==> config.mk <==
export PLATFORM = sky130hd
export DESIGN_NAME = window_accumulator
export DESIGN_NICKNAME = d
export VERILOG_FILES = /design/src/rtl/window_accumulator_pkg.sv /design/src/rtl/window_hit_calc.sv /design/src/rtl/window_accumulator.sv
export SDC_FILE = /design/constraint.sdc
export NUM_CORES = 2
export LEC_CHECK = 0
export ABC_AREA = 1
export CAP_MARGIN = 20
export CORE_AREA = 2 2 204 206
export DETAILED_ROUTE_END_ITERATION = 12
export DIE_AREA = 0 0 206 208
export PLACE_DENSITY = 0.88
export SLEW_MARGIN = 20
export SYNTH_ARGS = -nofsm -noshare
export SYNTH_HDL_FRONTEND = slang
export SYNTH_SLANG_ARGS = --single-unit
export TNS_END_PERCENT = 50
==> constraint.sdc <==
create_clock -name clk -period 10.7 [get_ports clk]
set_clock_uncertainty 0.15 [all_clocks]
set_input_delay 2.675 -clock clk [delete_from_list [all_inputs] [get_ports clk]]
set_output_delay 2.675 -clock clk [all_outputs]
set_load 0.03 [all_outputs]
==> src/rtl/window_accumulator_pkg.sv <==
// Shared types and defaults for the window accumulator and its neighbours.
// Stage encodings and radius codes are common with the broadcast stage.
package window_accumulator_pkg;

  localparam int DATA_W  = 18;
  localparam int ACC_W   = 40;
  localparam int COORD_W = 8;
  localparam int WADDR_W = 16;

  localparam logic [1:0] RADIUS_1x1 = 2'd0;
  localparam logic [1:0] RADIUS_3x3 = 2'd1;
  localparam logic [1:0] RADIUS_5x5 = 2'd2;

  typedef enum logic [1:0] {
    ST_IDLE  = 2'd0,
    ST_ACCUM = 2'd1,
    ST_DRAIN = 2'd2,
    ST_DONE  = 2'd3
  } acc_state_t;

  // The reserved radius code behaves like the largest window.
  function automatic logic [1:0] clamp_radius(input logic [1:0] r);
    return (r == 2'd3) ? RADIUS_5x5 : r;
  endfunction

endpackage

==> src/rtl/window_hit_calc.sv <==
// Combinational window membership test with window-relative offsets.
// Compares in COORD_W+1 bits so edges at 0 and the top coordinate never wrap.
module window_hit_calc #(
  parameter int COORD_W = 8
) (
  input  logic               pix_en,
  input  logic [COORD_W-1:0] pix_x,
  input  logic [COORD_W-1:0] pix_y,
  input  logic [COORD_W-1:0] cx,
  input  logic [COORD_W-1:0] cy,
  input  logic [1:0]         r,
  output logic               hit,
  output logic [2:0]         dx,
  output logic [2:0]         dy,
  output logic               last
);

  logic [COORD_W:0] px;
  logic [COORD_W:0] py;
  logic [COORD_W:0] x0;
  logic [COORD_W:0] y0;
  logic [COORD_W:0] rr;
  logic             in_x;
  logic             in_y;

  assign px = {1'b0, pix_x};
  assign py = {1'b0, pix_y};
  assign x0 = {1'b0, cx};
  assign y0 = {1'b0, cy};
  assign rr = {{(COORD_W-1){1'b0}}, r};

  assign in_x = (px + rr >= x0) && (px <= x0 + rr);
  assign in_y = (py + rr >= y0) && (py <= y0 + rr);
  assign hit  = pix_en && in_x && in_y;

  // Offsets are at most 2r = 4, so the low three bits carry the full value.
  assign dx = pix_x[2:0] - cx[2:0] + {1'b0, r};
  assign dy = pix_y[2:0] - cy[2:0] + {1'b0, r};

  assign last = hit && (dx == {r, 1'b0}) && (dy == {r, 1'b0});

endmodule

==> src/rtl/window_accumulator.sv <==
// Per-output-pixel consumer: snoops the broadcast stream, weights window
// pixels and accumulates one signed dot product per round.
module window_accumulator #(
  parameter int DATA_W  = window_accumulator_pkg::DATA_W,
  parameter int ACC_W   = window_accumulator_pkg::ACC_W,
  parameter int COORD_W = window_accumulator_pkg::COORD_W,
  parameter int WADDR_W = window_accumulator_pkg::WADDR_W
) (
  input  logic               clk,
  input  logic               rst,
  input  logic               start,
  input  logic [COORD_W-1:0] center_x,
  input  logic [COORD_W-1:0] center_y,
  input  logic [1:0]         radius,
  input  logic               pix_en,
  input  logic [COORD_W-1:0] pix_x,
  input  logic [COORD_W-1:0] pix_y,
  input  logic [DATA_W-1:0]  pix_data,
  input  logic               round,
  output logic [WADDR_W-1:0] weight_addr,
  input  logic [DATA_W-1:0]  weight_data,
  output logic               busy,
  output logic [ACC_W-1:0]   result,
  output logic               result_valid
);

  import window_accumulator_pkg::*;

  acc_state_t state;
  acc_state_t state_n;

  logic [COORD_W-1:0] cx;
  logic [COORD_W-1:0] cy;
  logic [1:0]         r;
  logic [2:0]         k;
  logic [4:0]         kk;
  logic [WADDR_W-1:0] z;
  logic [WADDR_W-1:0] addr_n;

  logic       accepting;
  logic       hit;
  logic       last;
  logic [2:0] dx;
  logic [2:0] dy;

  logic v1;
  logic v2;
  logic signed [DATA_W-1:0]   pix_q1;
  logic signed [DATA_W-1:0]   pix_q2;
  logic signed [2*DATA_W-1:0] product;
  logic signed [ACC_W-1:0]    acc;
  logic        [ACC_W-1:0]    product_ext;

  assign accepting = pix_en && (state == ST_ACCUM);

  window_hit_calc #(
    .COORD_W (COORD_W)
  ) u_hit (
    .pix_en (accepting),
    .pix_x  (pix_x),
    .pix_y  (pix_y),
    .cx     (cx),
    .cy     (cy),
    .r      (r),
    .hit    (hit),
    .dx     (dx),
    .dy     (dy),
    .last   (last)
  );

  assign k  = {r, 1'b1};
  assign kk = {2'b00, k} * {2'b00, k};

  assign addr_n = z * {{(WADDR_W-5){1'b0}}, kk}
                + {{(WADDR_W-3){1'b0}}, dy} * {{(WADDR_W-3){1'b0}}, k}
                + {{(WADDR_W-3){1'b0}}, dx};

  assign product = pix_q2 * $signed(weight_data);
  assign product_ext = {{(ACC_W-2*DATA_W){product[2*DATA_W-1]}}, product};

  always_comb begin
    state_n = state;
    unique case (state)
      ST_IDLE:  if (start) state_n = ST_ACCUM;
      ST_ACCUM: if (round) state_n = ST_DRAIN;
      ST_DRAIN: if (!v1 && !v2) state_n = ST_DONE;
      ST_DONE:  state_n = ST_IDLE;
      default:  state_n = ST_IDLE;
    endcase
  end

  always_ff @(posedge clk) begin
    if (rst) begin
      state       <= ST_IDLE;
      cx          <= '0;
      cy          <= '0;
      r           <= '0;
      z           <= '0;
      weight_addr <= '0;
      pix_q1      <= '0;
      pix_q2      <= '0;
      v1          <= 1'b0;
      v2          <= 1'b0;
      acc         <= '0;
      result      <= '0;
    end else begin
      state  <= state_n;
      v1     <= hit;
      v2     <= v1;
      pix_q2 <= pix_q1;
      if (start && state == ST_IDLE) begin
        cx  <= center_x;
        cy  <= center_y;
        r   <= clamp_radius(radius);
        z   <= '0;
        acc <= '0;
      end
      // Plane index moves on together with the address of the plane's last tap.
      if (hit) begin
        weight_addr <= addr_n;
        pix_q1      <= $signed(pix_data);
        if (last) z <= z + 1'b1;
      end
      if (v2) acc <= acc + $signed(product_ext);
      if (state == ST_DRAIN && state_n == ST_DONE) result <= acc;
    end
  end

  assign busy         = (state != ST_IDLE);
  assign result_valid = (state == ST_DONE);

endmodule

==> reports/results.tsv <==
metric	value	unit
mux cell area share after synthesis	0	%
cells along the critical path	clkdlybuf4s50_1 > nand2_1 > fa_1 > inv_1 > fa_1 > inv_1 > fa_1 > inv_1 > fa_1 > fa_1 > inv_1 > fa_1 > inv_1 > ha_1 > ha_1 > a21oi_1 > o21ai_0 > o21bai_1 > a21oi_1 > nand2_1 > nand2_1 > nand3_1 > a21oi_1	
cell with the largest stage delay on the worst path	sky130_fd_sc_hd__clkdlybuf4s50_1	
cell area after layout	27600	um2
Max Fclk	109	MHz
post-synth net total	4050	
Post-Synthesis Cell Area	25200	um2
proportion of layout cells with a drive suffix above 1	2.41	%
antenna violations before repair	0	
maximum single-stage delay on the critical path	0.99	ns
placed cell area	27000	um2
final worst setup slack	1.52	ns
Slew HR	32.3	%
slew at the pin closest to its max-slew limit	1.02	ns
instance count of the mapped netlist	3338	
cell internal pwr	1.31	mW
Final Setup Violations	0	
postcts setup bufs	0	
Worst Hold Slack	0.291	ns
TritonRoute pass-1 iters	7	
class of the tightest hold or removal check	reg -> reg	
Top FF cell, synth	sky130_fd_sc_hd__dfxtp_1	
logic gate share of total power	37.2	%
critical path's top delay family	adder cells	
vias in the first global route	22054	
clock share of power	30.9	%
switching power summed over all nets	0.843	mW
first-pass GRT wire length	109000	um
RePlAce Congestion	0.954	
worst endpoint required time	10.95	ns
Post-Route Utilization	68.0	%
synth cell count leaders	sky130_fd_sc_hd__inv_1 (860), sky130_fd_sc_hd__nand2_1 (749), sky130_fd_sc_hd__fa_1 (424)	
number of CTS-inserted buffers	17	
time the final worst path needs with I/O delays and setup	9.18	ns
syn avg cell area	7.56	um2
number of maximum-capacitance violations	0	
non-filler cells, final	3935	
boundary pin count	133	
area share of fa/ha/maj cells after synthesis	44.2	%
post-synthesis simple-gate area fraction	18.8	%
number of sinks handled by clock tree synthesis	170	
DR DRC count	0	
power per unit of standard cell area	78.2	nW/um2
core area	40600	um2
clock root cell	sky130_fd_sc_hd__clkbuf_16	
part of the Yosys area used for sequential elements	13.5	%
number of vias per cell after detailed routing	5.37	
CTS clock-pin slew for the worst setup and hold paths	0.08	ns
sequential group share of total power	31.9	%
CTS tree	built	
critical path buffer and inverter count	6	
setup repair after global routing missed its margin	no	
total count of max-transition violations in the final report	0	
Netlist cell types	41	
library cell appearing most often on the critical path	sky130_fd_sc_hd__fa_1	
H-tree depth reported by CTS	4	
total gr overflow	0	
HPWL reported at the end of detailed placement	52300	um
fraction of post-synthesis cell area in the top cell type by area	33.6	%
crit-path max FO	13	
Worst Path Class, Setup	in -> reg	
Die Area	42800	um2
# rows	74	
flip-flop and latch count after synthesis	170	
Overall Power	2.16	mW
maximum clock insertion buffer count	2	
final critical-path share of the clock period	85.8	%
highest ir drop seen on vdd	114	uV
kind of end point of the critical path	flip-flop	
Synth area leaders	sky130_fd_sc_hd__fa_1 (34%), sky130_fd_sc_hd__dfxtp_1 (13%), sky130_fd_sc_hd__inv_1 (13%)	
average detailed-routed wire length per instance	16.5	um
outcome	completed	
synthesized-area fraction occupied by ao, oa, aoi and oai cells	6.35	%
critical path data arrival time	9.44	ns
largest area contributor in the netlist	sky130_fd_sc_hd__fa_1	
number of buffers inserted by port buffering	132	
XOR/XNOR share of the synthesized area	2.36	%
DR iter-0 viols	1747	
net count of the finished layout	4102	
total leakage power	15.6	nW
final total negative setup slack	0	ns
Starting Density	62.2	%
number of hold violations in the final report	0	
fraction of synthesis flops using an asynchronous set or reset pin	0	%
dominant combinational cell family by area after synthesis	adder cells	
Layout fillers	3137	
aggregate global-route resource usage	32.1	%
Vert. Die Dim	208	um
quantity of hold-fixing buffers added after cts	0	
total wirelength of the detailed-routed design	64800	um
maximum number of pins on one net before global-route repair	99	
switching share of power	39.1	%
Area growth, synth to finish	9.24	%
via count of the routed design	21145	
number of nets with antenna violations after routing	0	
yosys synthesis warning count	0	
instance count after placement with tap cells included	3903	
number of inserted diodes	0	
clock network latency to the later pin of the worst-skew pair	0.48	ns
width of the die	206	um
count of flip-flops with a built-in enable after synthesis	0	
pre-CTS WS	1.13	ns
CTS-repair resized insts	0	
most frequently used cell type in the post-synthesis netlist	sky130_fd_sc_hd__inv_1	
CP startpoint kind	primary input	
==> power by group through the flow <==
stage,combinational [mW],clock (mW),sequential [mW]
finish,0.801,0.666,0.689
global route,0.893,0.697,0.692
CTS,0.796,0.672,0.688
detailed placement,0.784,0,0.702
global placement,0.770,0,0.702
floorplan,0.504,0,0.733
==> layer usage <==
metal	GRT usage [%]	vias up	part of all wire, %
met2	53.4	929	48
met5	0	-	0
met1	41.7	10081	40
met4	12.0	0	4.1
met3	5.70	230	7.7
li1	-	9905	-
==> placed cells by master, fill, tap and decap left out, drive strengths merged, types with 2 or more instances in the layout <==
cell type,netlist,final
inv,860,866
ha,213,213
xnor2,18,18
bufinv,0,2
o21ai,108,108
nand3b,15,15
nand3,86,86
fa,424,424
a21o,9,9
clkdlybuf4s50,0,131
a21oi,165,165
xor2,50,50
nor2,251,251
o21bai,11,11
clkbuf,108,17
nor3,16,16
nand2,753,753
nor4,4,4
a31oi,2,2
clkinvlp,0,3
dfxtp,170,170
nand4,35,35
buf,22,32
clkinv,3,7
or2,4,4
==> area by class of cell <==
type / instances / area (um2) / area share, %
Multi-Input combinational cell: 2175 / 18100 / 65.6
Sequential cell: 170 / 3400 / 12.3
Inverter: 863 / 3240 / 11.8
Timing Repair Buffer: 163 / 1550 / 5.62
Tap cell: 532 / 666 / 2.41
Clock buffer: 17 / 425 / 1.54
Clock inverter: 15 / 185 / 0.672
==> worst reg2reg max path: cells and delay by family, from the launching register on <==
| family | cells | cell delay, ns |
|---|---|---|
| adders and majority gates | 8 | 4.28 |
| AOI/OAI and AO/OA | 5 | 0.96 |
| DFF | 1 | 0.95 |
| buffers and inverters | 5 | 0.60 |
| and+or+nand+nor | 4 | 0.51 |
==> state kept, by name (all words and copies together) (netlist names) <==
name	flops
weight_addr	16
acc	40
result	40
pix_q2	18
cx	8
state	2
cy	8
v2	1
r	2
z	16
v1	1
pix_q1	18
==> logic make-up after synthesis <==
kind of cell / count (synthesis)
AO/OA/AOI/OAI: 303
XOR/XNOR: 68
adder cells (fa/ha/maj): 637
buffers and inverters: 993
flip-flops: 170
AND/OR/NAND/NOR: 1167
==> final timing paths <==
kind,startpoint,endpoint,slack [ns],cells past startpoint
max,weight_data[8],acc[35],1.52,23
min reg2reg,pix_q1[0],pix_q2[0],0.29,2
min,pix_q1[0],pix_q2[0],0.29,2
max reg2reg,pix_q2[17],acc[35],3.21,22
Power figures use the tool's default switching activity.
